$ cat src/rtl/npu_addrdata_arbiter.sv
// ----------------------------------------------------------------------------
// npu_addrdata_arbiter
// Round-robin arbiter that lets NUM_M masters share one address/data slave
// port. Each grant is registered and covers exactly one write or one read
// transaction. The arbiter always returns to IDLE between grants, so the bus
// carries at most one transaction every two cycles. A per-grant watchdog
// releases the bus if the slave never completes the handshake.
//
// Ports
//   clk_i, rst_i            clock, synchronous active-high reset
//   m_w_*                   per-master write channel (packed payloads)
//   m_r_* / m_rd_ready_i    per-master read channel (packed address)
//   m_r_data_o              read data, broadcast to every master
//   s_w_* / s_r_* / s_rd_*  shared slave-side channels
//   gnt_o                   one-hot current grant, 0 when idle
//   busy_o                  a grant is active
//   timeout_o               one-cycle pulse when the watchdog fires
// ----------------------------------------------------------------------------
module npu_addrdata_arbiter #(
    parameter int NUM_M       = 4,
    parameter int TIMEOUT_CYC = 256,
    parameter int AXI_A_W     = 32,
    parameter int AXI_D_W     = 32,
    parameter int AXI_S_W     = 4
) (
    input  logic                       clk_i,
    input  logic                       rst_i,
    input  logic [NUM_M-1:0]           m_w_valid_i,
    input  logic [NUM_M*AXI_A_W-1:0]   m_w_addr_i,
    input  logic [NUM_M*AXI_D_W-1:0]   m_w_data_i,
    input  logic [NUM_M*AXI_S_W-1:0]   m_w_strb_i,
    output logic [NUM_M-1:0]           m_w_ready_o,
    input  logic [NUM_M-1:0]           m_r_valid_i,
    input  logic [NUM_M*AXI_A_W-1:0]   m_r_addr_i,
    input  logic [NUM_M-1:0]           m_rd_ready_i,
    output logic [NUM_M-1:0]           m_r_ready_o,
    output logic [AXI_D_W-1:0]         m_r_data_o,
    output logic                       s_w_valid_o,
    output logic [AXI_A_W-1:0]         s_w_addr_o,
    output logic [AXI_D_W-1:0]         s_w_data_o,
    output logic [AXI_S_W-1:0]         s_w_strb_o,
    input  logic                       s_w_ready_i,
    output logic                       s_r_valid_o,
    output logic [AXI_A_W-1:0]         s_r_addr_o,
    output logic                       s_rd_ready_o,
    input  logic                       s_r_ready_i,
    input  logic [AXI_D_W-1:0]         s_r_data_i,
    output logic [NUM_M-1:0]           gnt_o,
    output logic                       busy_o,
    output logic                       timeout_o
);

    localparam int IDX_W = (NUM_M > 1) ? $clog2(NUM_M) : 1;
    localparam int CNT_W = (TIMEOUT_CYC > 1) ? $clog2(TIMEOUT_CYC) : 1;
    localparam logic [CNT_W-1:0] WD_LAST = CNT_W'((TIMEOUT_CYC > 0) ? TIMEOUT_CYC - 1 : 0);
    localparam bit WD_EN = (TIMEOUT_CYC != 0);

    localparam logic [1:0] ST_IDLE = 2'd0;
    localparam logic [1:0] ST_WR   = 2'd1;
    localparam logic [1:0] ST_RD   = 2'd2;

    logic [1:0]        state_reg;
    logic [IDX_W-1:0]  ptr_reg;
    logic [IDX_W-1:0]  gnt_idx_reg;
    logic [CNT_W-1:0]  wd_cnt_reg;
    logic [IDX_W-1:0]  ptr_next;

    logic [NUM_M-1:0]   req;
    logic [AXI_A_W-1:0] w_addr [NUM_M];
    logic [AXI_D_W-1:0] w_data [NUM_M];
    logic [AXI_S_W-1:0] w_strb [NUM_M];
    logic [AXI_A_W-1:0] r_addr [NUM_M];

    logic              win_found;
    logic [IDX_W-1:0]  win_idx;
    logic              in_wr;
    logic              in_rd;
    logic              wr_done;
    logic              rd_done;
    logic              dropped;
    logic              wd_hit;
    logic              release_gnt;

    assign req = m_w_valid_i | m_r_valid_i;

    generate
        for (genvar gi = 0; gi < NUM_M; gi++) begin : g_unpack
            assign w_addr[gi] = m_w_addr_i[gi*AXI_A_W +: AXI_A_W];
            assign w_data[gi] = m_w_data_i[gi*AXI_D_W +: AXI_D_W];
            assign w_strb[gi] = m_w_strb_i[gi*AXI_S_W +: AXI_S_W];
            assign r_addr[gi] = m_r_addr_i[gi*AXI_A_W +: AXI_A_W];
        end
    endgenerate

    // Scan from the farthest offset back towards ptr so the requester closest
    // to ptr (in modulo order) is the last one to overwrite the winner.
    always_comb begin : p_arb
        int k;
        k         = 0;
        win_found = 1'b0;
        win_idx   = '0;
        for (int i = NUM_M - 1; i >= 0; i--) begin
            k = int'(ptr_reg) + i;
            if (k >= NUM_M) begin
                k = k - NUM_M;
            end
            if (req[IDX_W'(k)]) begin
                win_found = 1'b1;
                win_idx   = IDX_W'(k);
            end
        end
    end

    assign ptr_next = (int'(gnt_idx_reg) == NUM_M - 1) ? '0 : gnt_idx_reg + IDX_W'(1);

    assign in_wr  = (state_reg == ST_WR);
    assign in_rd  = (state_reg == ST_RD);
    assign busy_o = in_wr | in_rd;

    // Slave side is a pure pass-through of the granted master, gated by state
    // so nothing leaks onto the bus while idle.
    assign s_w_valid_o  = in_wr & m_w_valid_i[gnt_idx_reg];
    assign s_w_addr_o   = in_wr ? w_addr[gnt_idx_reg] : '0;
    assign s_w_data_o   = in_wr ? w_data[gnt_idx_reg] : '0;
    assign s_w_strb_o   = in_wr ? w_strb[gnt_idx_reg] : '0;
    assign s_r_valid_o  = in_rd & m_r_valid_i[gnt_idx_reg];
    assign s_r_addr_o   = in_rd ? r_addr[gnt_idx_reg] : '0;
    assign s_rd_ready_o = in_rd & m_rd_ready_i[gnt_idx_reg];
    assign m_r_data_o   = in_rd ? s_r_data_i : '0;

    always_comb begin
        m_w_ready_o = '0;
        m_r_ready_o = '0;
        gnt_o       = '0;
        if (in_wr) begin
            m_w_ready_o[gnt_idx_reg] = s_w_ready_i;
        end
        if (in_rd) begin
            m_r_ready_o[gnt_idx_reg] = s_r_ready_i & m_rd_ready_i[gnt_idx_reg];
        end
        if (busy_o) begin
            gnt_o[gnt_idx_reg] = 1'b1;
        end
    end

    assign wr_done = s_w_valid_o & s_w_ready_i;
    assign rd_done = s_r_valid_o & s_r_ready_i & s_rd_ready_o;
    // A master withdrawing its request ends the grant quietly; this takes
    // precedence over the watchdog so no timeout is reported for it.
    assign dropped = (in_wr & ~m_w_valid_i[gnt_idx_reg]) |
                     (in_rd & ~m_r_valid_i[gnt_idx_reg]);
    assign wd_hit  = WD_EN & busy_o & (wd_cnt_reg == WD_LAST) &
                     ~wr_done & ~rd_done & ~dropped;
    assign timeout_o   = wd_hit;
    assign release_gnt = wr_done | rd_done | dropped | wd_hit;

    always_ff @(posedge clk_i) begin
        if (rst_i) begin
            state_reg   <= ST_IDLE;
            ptr_reg     <= '0;
            gnt_idx_reg <= '0;
            wd_cnt_reg  <= '0;
        end else begin
            case (state_reg)
                ST_IDLE: begin
                    if (win_found) begin
                        gnt_idx_reg <= win_idx;
                        wd_cnt_reg  <= '0;
                        state_reg   <= m_w_valid_i[win_idx] ? ST_WR : ST_RD;
                    end
                end
                ST_WR, ST_RD: begin
                    if (release_gnt) begin
                        state_reg <= ST_IDLE;
                        ptr_reg   <= ptr_next;
                    end else begin
                        wd_cnt_reg <= wd_cnt_reg + CNT_W'(1);
                    end
                end
                default: state_reg <= ST_IDLE;
            endcase
        end
    end

endmodule
$ cat config.mk
export PLATFORM = sky130hd
export DESIGN_NAME = npu_addrdata_arbiter
export DESIGN_NICKNAME = d
export VERILOG_FILES = /design/src/rtl/npu_addrdata_arbiter.sv
export SDC_FILE = /design/constraint.sdc
export NUM_CORES = 1
export LEC_CHECK = 0
export BUFFER_PORTS_ARGS = -buffer_cell sky130_fd_sc_hd__buf_4
export CORE_AREA = 8 8 228 230
export CTS_BUF_LIST = sky130_fd_sc_hd__clkbuf_4 sky130_fd_sc_hd__clkbuf_8 sky130_fd_sc_hd__clkbuf_16
export DETAILED_ROUTE_END_ITERATION = 6
export DIE_AREA = 0 0 236 238
export GPL_TIMING_DRIVEN = 0
export HOLD_SLACK_MARGIN = 0.02
export PLACE_DENSITY = 0.36
export SKIP_CTS_REPAIR_TIMING = 1
export SKIP_LAST_GASP = 1
export SLEW_MARGIN = 40
export SYNTH_ARGS = -nofsm -noshare
export SYNTH_HDL_FRONTEND = slang
export SYNTH_SLANG_ARGS = --single-unit
$ cat constraint.sdc
create_clock -name clk_i -period 2.95 [get_ports clk_i]
set_clock_uncertainty 0.1 [all_clocks]
set_input_delay 0.1475 -clock clk_i [delete_from_list [all_inputs] [get_ports clk_i]]
set_output_delay 0.1475 -clock clk_i [all_outputs]
set_load 0.05 [all_outputs]
# Word-level counts from Yosys, hierarchy flattened
# Index checks and enable logic that the tools add are counted.
totals:
  register_bits: 14
  inputBits: 448
  output_inout_bits: 149
  wordCells: 129
classes:
  add_sub_neg: 9
  magnitude_cmp: 12
  n_eq_ne: 7
  muxes: 62
  bitwise_logic: 27
  n_reduce_logical: 8
op_table:
  columns: ["cell", "n"]
  rows:
  - ["$mux W32", 10]
  - ["$bmux W32 S2", 3]
  - ["$mux W2", 12]
  - ["$mux W4", 6]
  - ["$mux W1", 17]
  - ["$bmux W1 S2", 8]
  - ["$lt A2 B4 Y1 const B", 4]
  - ["$mux W8", 2]
  - ["$pmux W8 S2", 1]
  - ["$and A1 B1 Y1", 13]
  - ["$ge A3 B3 Y1 const B", 4]
  - ["$add A8 B1 Y8 const B", 1]
  - ["$and A4 B4 Y4", 2]
  - ["$bmux W4 S2", 1]
  - ["$eq A8 B8 Y1 const B", 1]
  - ["$sub A2 B1 Y2 const B", 4]
  - ["$add A2 B2 Y3 const B", 2]
  - ["$lt A2 B3 Y1 const B", 2]
  - ["$ne A2 B2 Y1 const B", 3]
  - ["$reduce_and A2 Y1", 3]
  - ["$not A1 Y1", 5]
  - ["$or A1 B1 Y1", 5]
  - ["$eq A2 B1 Y1 const B", 2]
  - ["$or A4 B4 Y4", 1]
  - ["other kinds (13)", 13]

# Depth between registers and ports, before layout
logic_depth:
  word_depth: 15
  depth_mapped: 8
  depth_no_buf: 8

# Worst setup path before layout
# OpenSTA, ideal clock, no wires.
synth_path:
  kind: "reg2out"
  from: "reg gnt_idx_reg[0]"
  to: "out timeout_o"
  t_arrival_ns: 2.337
  t_required_ns: 2.703
  setup_slack_ns: 0.366
  stages_incl_launch_ff: 6
  n_path_buf: 1
  path_cell_list: "dfxtp_1 -> buf_2 -> mux2i_1 -> o22ai_1 -> a311o_1 -> nor3_1"
synth_via:
  elab_chain_cells: 8
  elab_cells_between_ends: 23
  classes_between: "6 x mux; 17 x bitwise"
synth_lines:
  columns: ["element", "line_no", "source"]
  rows:
  - ["start: declaration", "64", "logic [IDX_W-1:0] gnt_idx_reg;"]
  - ["start signal: assignment", "167", "gnt_idx_reg <= win_idx;"]
  - ["$bmux W1 S2 (on tied branches)", null, null]
  - ["$mux W1 (on tied branches)", null, null]
  - ["$and A1 B1 Y1 (on tied branches)", "122, 126", null]
  - ["$and A1 B1 Y1 (on tied branches)", "146, 147", null]
  - ["$not A1 Y1 / $and A1 B1 Y1 (equally long branches)", "153, 147", null]
  - ["$and A1 B1 Y1 / $not A1 Y1 (equally long branches)", "152, 153", null]
  - ["$and A1 B1 Y1", "153", "~wr_done & ~rd_done & ~dropped;"]
  - ["$and A1 B1 Y1 *", "153", null]
  - ["end: declaration", "50", "output logic timeout_o"]
# Mark *: on every way between the ends. The rest lies on a longest branch, timed or not. The select of a mux whose other input is x is not followed.

# Final worst setup path
layout_path:
  from: "reg gnt_idx_reg[0]"
  to: "out s_w_data_o[9]"
layout_via:
  elab_chain_cells: 5
layout_lines:
  columns: ["element", "line_no", "source"]
  rows:
  - ["$not A2 Y3 (not written as such)", "124", "assign s_w_data_o = in_wr ? w_data[gnt_idx_reg] : '0;"]
  - ["$bmux W32 S2", "124", null]
  - ["$mux W32 (not written as such) (2 in series)", "124", null]
  - ["$mux W32", "124", null]
  - ["end: declaration", "40", "output logic [AXI_D_W-1:0] s_w_data_o,"]
# Every way passes these cells. The select of a mux whose other input is x is not followed.

==> impl_metrics.env <==
export IMPL_crit_buf_inv=4
export IMPL_area_growth_syn_to_layout_pct=121
export IMPL_crit_chain="clkbuf_4 > buf_4 > buf_4 > mux4_2 > and2_1 > buf_4"
export IMPL_whs_ps=215
export IMPL_nFillCells=5378
export IMPL_detail_route_iter0_violations=170
export IMPL_antenna_found_initial=8
export IMPL_synth_edf_count=0
export IMPL_final_cells=1644
export IMPL_utilization=0.202
export IMPL_initial_core_util=0.0913
export IMPL_setup_tns_final_ps=0
export IMPL_ctsRootBufferMaster="clkbuf_16"
export IMPL_pre_cts_slack_ps=-158
export IMPL_syn_area_per_cell_um2=10.5
export IMPL_drtAntennaViolNets=0
export IMPL_drv_cap=0
export IMPL_layout_commonest_cell="buf_4"
export IMPL_drv_slew=0
export IMPL_synth_compound_area_frac=0.0621
export IMPL_dr_pass1_iters=4
export IMPL_path_common_cell="buf_4"
export IMPL_cpPeakStageDelay_ps=580
export IMPL_rsz0062_at_grt="no"
export IMPL_crit_family="buffers and inverters"
export IMPL_vias=6230
export IMPL_vias_per_cell=3.79
export IMPL_ir_drop_v=0.000354
export IMPL_finalPower_mw=6.11
export IMPL_pin_count=597
export IMPL_crit_fanout=10
export IMPL_clk_latency_ps=240
export IMPL_max_slew_margin_rel=0.523
export IMPL_crit_slowest_cell="mux4_2"
export IMPL_synth_nets=879
export IMPL_fp_dieH_um=238
export IMPL_totalWireLength_mm=41.0
export IMPL_grt_usage=0.135
export IMPL_p_switching_mw=3.72
export IMPL_synth_xor_area_share=0
export IMPL_synth_ff_type="dfxtp_1"
export IMPL_grt_pass1_vias=6705
export IMPL_synth_mux_area_fraction=0.539
export IMPL_combinationalPowerShare=0.917
export IMPL_worstSetupPathType="flip-flop to output pin"
export IMPL_powerDensity_nw_per_um2=625
export IMPL_num_rows=81
export IMPL_p_leak_nw=4.46
export IMPL_yosysWarnings=0
export IMPL_h_tree_depth=1
export IMPL_synth_simple_area_share=0.265
export IMPL_clkTransAtPathRegs_ps=50
export IMPL_cts_tree="done"
export IMPL_ys_ff_latch=14
export IMPL_core_area_um2=48300
export IMPL_placement_io_buffers=595
export IMPL_fin_crit_sh=0.947
export IMPL_critPathCaptureType="output pin"
export IMPL_tightest_slew_ps=715
export IMPL_yosysSeqAreaShare=0.0635
export IMPL_nets=1479
export IMPL_hpwl_mm=36.8
export IMPL_crit_arrival_ps=2540
export IMPL_power_share_clock=0.041
export IMPL_dp_cells=1639
export IMPL_die_w_um=236
export IMPL_clock_fmax_ghz=0.358
export IMPL_dieArea_um2=56200
export IMPL_ys_types=43
export IMPL_hp_class="input port to flip-flop"
export IMPL_p_int_mw=2.39
export IMPL_grt_pass1_wl_mm=54.7
export IMPL_period_needed_ps=2790
export IMPL_place_area_um2=9670
export IMPL_worstSetupStartpointType="flip-flop"
export IMPL_worst_slack_ps=158
export IMPL_max_clock_path_buffers=2
export IMPL_final_hold_violation_count=0
export IMPL_wl_per_cell_um=24.9
export IMPL_synthArstFlopShare=0
export IMPL_largest_reg_flops=8
export IMPL_globalplace_congestion=0.891
export IMPL_synth_area_um2=4420
export IMPL_cts_sinks=14
export IMPL_drive_above_1_share=0.716
export IMPL_synth_top_family_by_area="multiplexers"
export IMPL_required_ps=2700
export IMPL_grt_remaining_overflow=0
export IMPL_outcome="complete, no violations"
export IMPL_p_seq_frac=0.042
export IMPL_swShare=0.608
export IMPL_netlist_instances=422
export IMPL_final_cell_mix="buf_4, and2_1, mux4_2, clkbuf_1, nor2_1"
export IMPL_drc=0
export IMPL_cts_buffers=3
export IMPL_setup_violations=0
export IMPL_final_area_um2=9780
export IMPL_grt_max_degree=11
export IMPL_synth_adder_area_share=0.0255
[power by group through the flow]
stage | registers (mW) | logic, mW | clock network [mW]
after floorplan | 0.246 | 3.49 | 0
after global placement | 0.257 | 5.71 | 0
after detailed placement | 0.257 | 5.72 | 0
after CTS | 0.254 | 5.73 | 0.265
after global routing | 0.259 | 5.95 | 0.270
final | 0.255 | 5.60 | 0.253
[per-layer routing]
metal	track usage	vias up	part of all wire
met1	0.154	3024	0.38
met4	0.0194	0	0.016
met2	0.239	342	0.50
li1	-	2836	-
met5	0	-	0
met3	0.0542	28	0.10
[worst register-to-register path, cell delays in order (launching register included)]
cell	delay [ps]
dfxtp_1	460
clkbuf_4	310
mux2i_1	240
o22ai_1	260
a311o_2	510
o21a_1	300
or3_1	380
a21oi_1	140
[worst paths after layout]
path	depth (start not counted)	startpoint	slack, ps	end
hold / removal	2	rst_i	220	gnt_idx_reg[0]
setup reg to reg	7	gnt_idx_reg[0]	190	wd_cnt_reg[4]
setup / recovery	6	gnt_idx_reg[0]	160	s_w_data_o[9]
hold reg to reg	2	wd_cnt_reg[5]	390	wd_cnt_reg[5]
[synth_stat cells, types with 2 or more instances]
library cell / instances / share of area
a21oi_1: 12 / 0.014
and2_1: 141 / 0.20
and3_1: 4 / 0.0057
buf_1: 3 / 0.0026
buf_2: 10 / 0.011
clkbuf_1: 28 / 0.024
dfxtp_1: 14 / 0.063
ha_1: 9 / 0.026
inv_1: 7 / 0.0060
mux2_2: 4 / 0.010
mux2i_1: 6 / 0.014
mux4_2: 101 / 0.52
nand2_1: 15 / 0.013
nand3_1: 6 / 0.0068
nand3b_1: 2 / 0.0034
nand4_1: 4 / 0.0057
nor2_1: 17 / 0.014
o21a_1: 2 / 0.0034
o21ai_0: 5 / 0.0057
o22ai_1: 2 / 0.0028
o32a_1: 4 / 0.0091
or3_1: 5 / 0.0071
[cell families (layout without fill, tap and decap cells)]
group	Yosys count	count (layout)
other cells	0	2
buf+inv	49	647
simple gates	200	200
compound gates	39	39
flops	14	14
mux	111	111
fa+ha+maj	9	9
[final cells by class]
| cell class | count | area [um2] | share of cell area |
|---|---|---|---|
| sequential | 14 | 280 | 0.0287 |
| inverter | 7 | 26.3 | 0.00269 |
| tap | 622 | 778 | 0.0796 |
| timing repair buffer | 595 | 4470 | 0.457 |
| antenna | 2 | 5.00 | 0.000512 |
| clock buffer | 3 | 75.1 | 0.00768 |
| buffer | 42 | 210 | 0.0215 |
| multi-input combinational | 359 | 3940 | 0.403 |
Note: power is estimated with default switching activity, not from simulation.
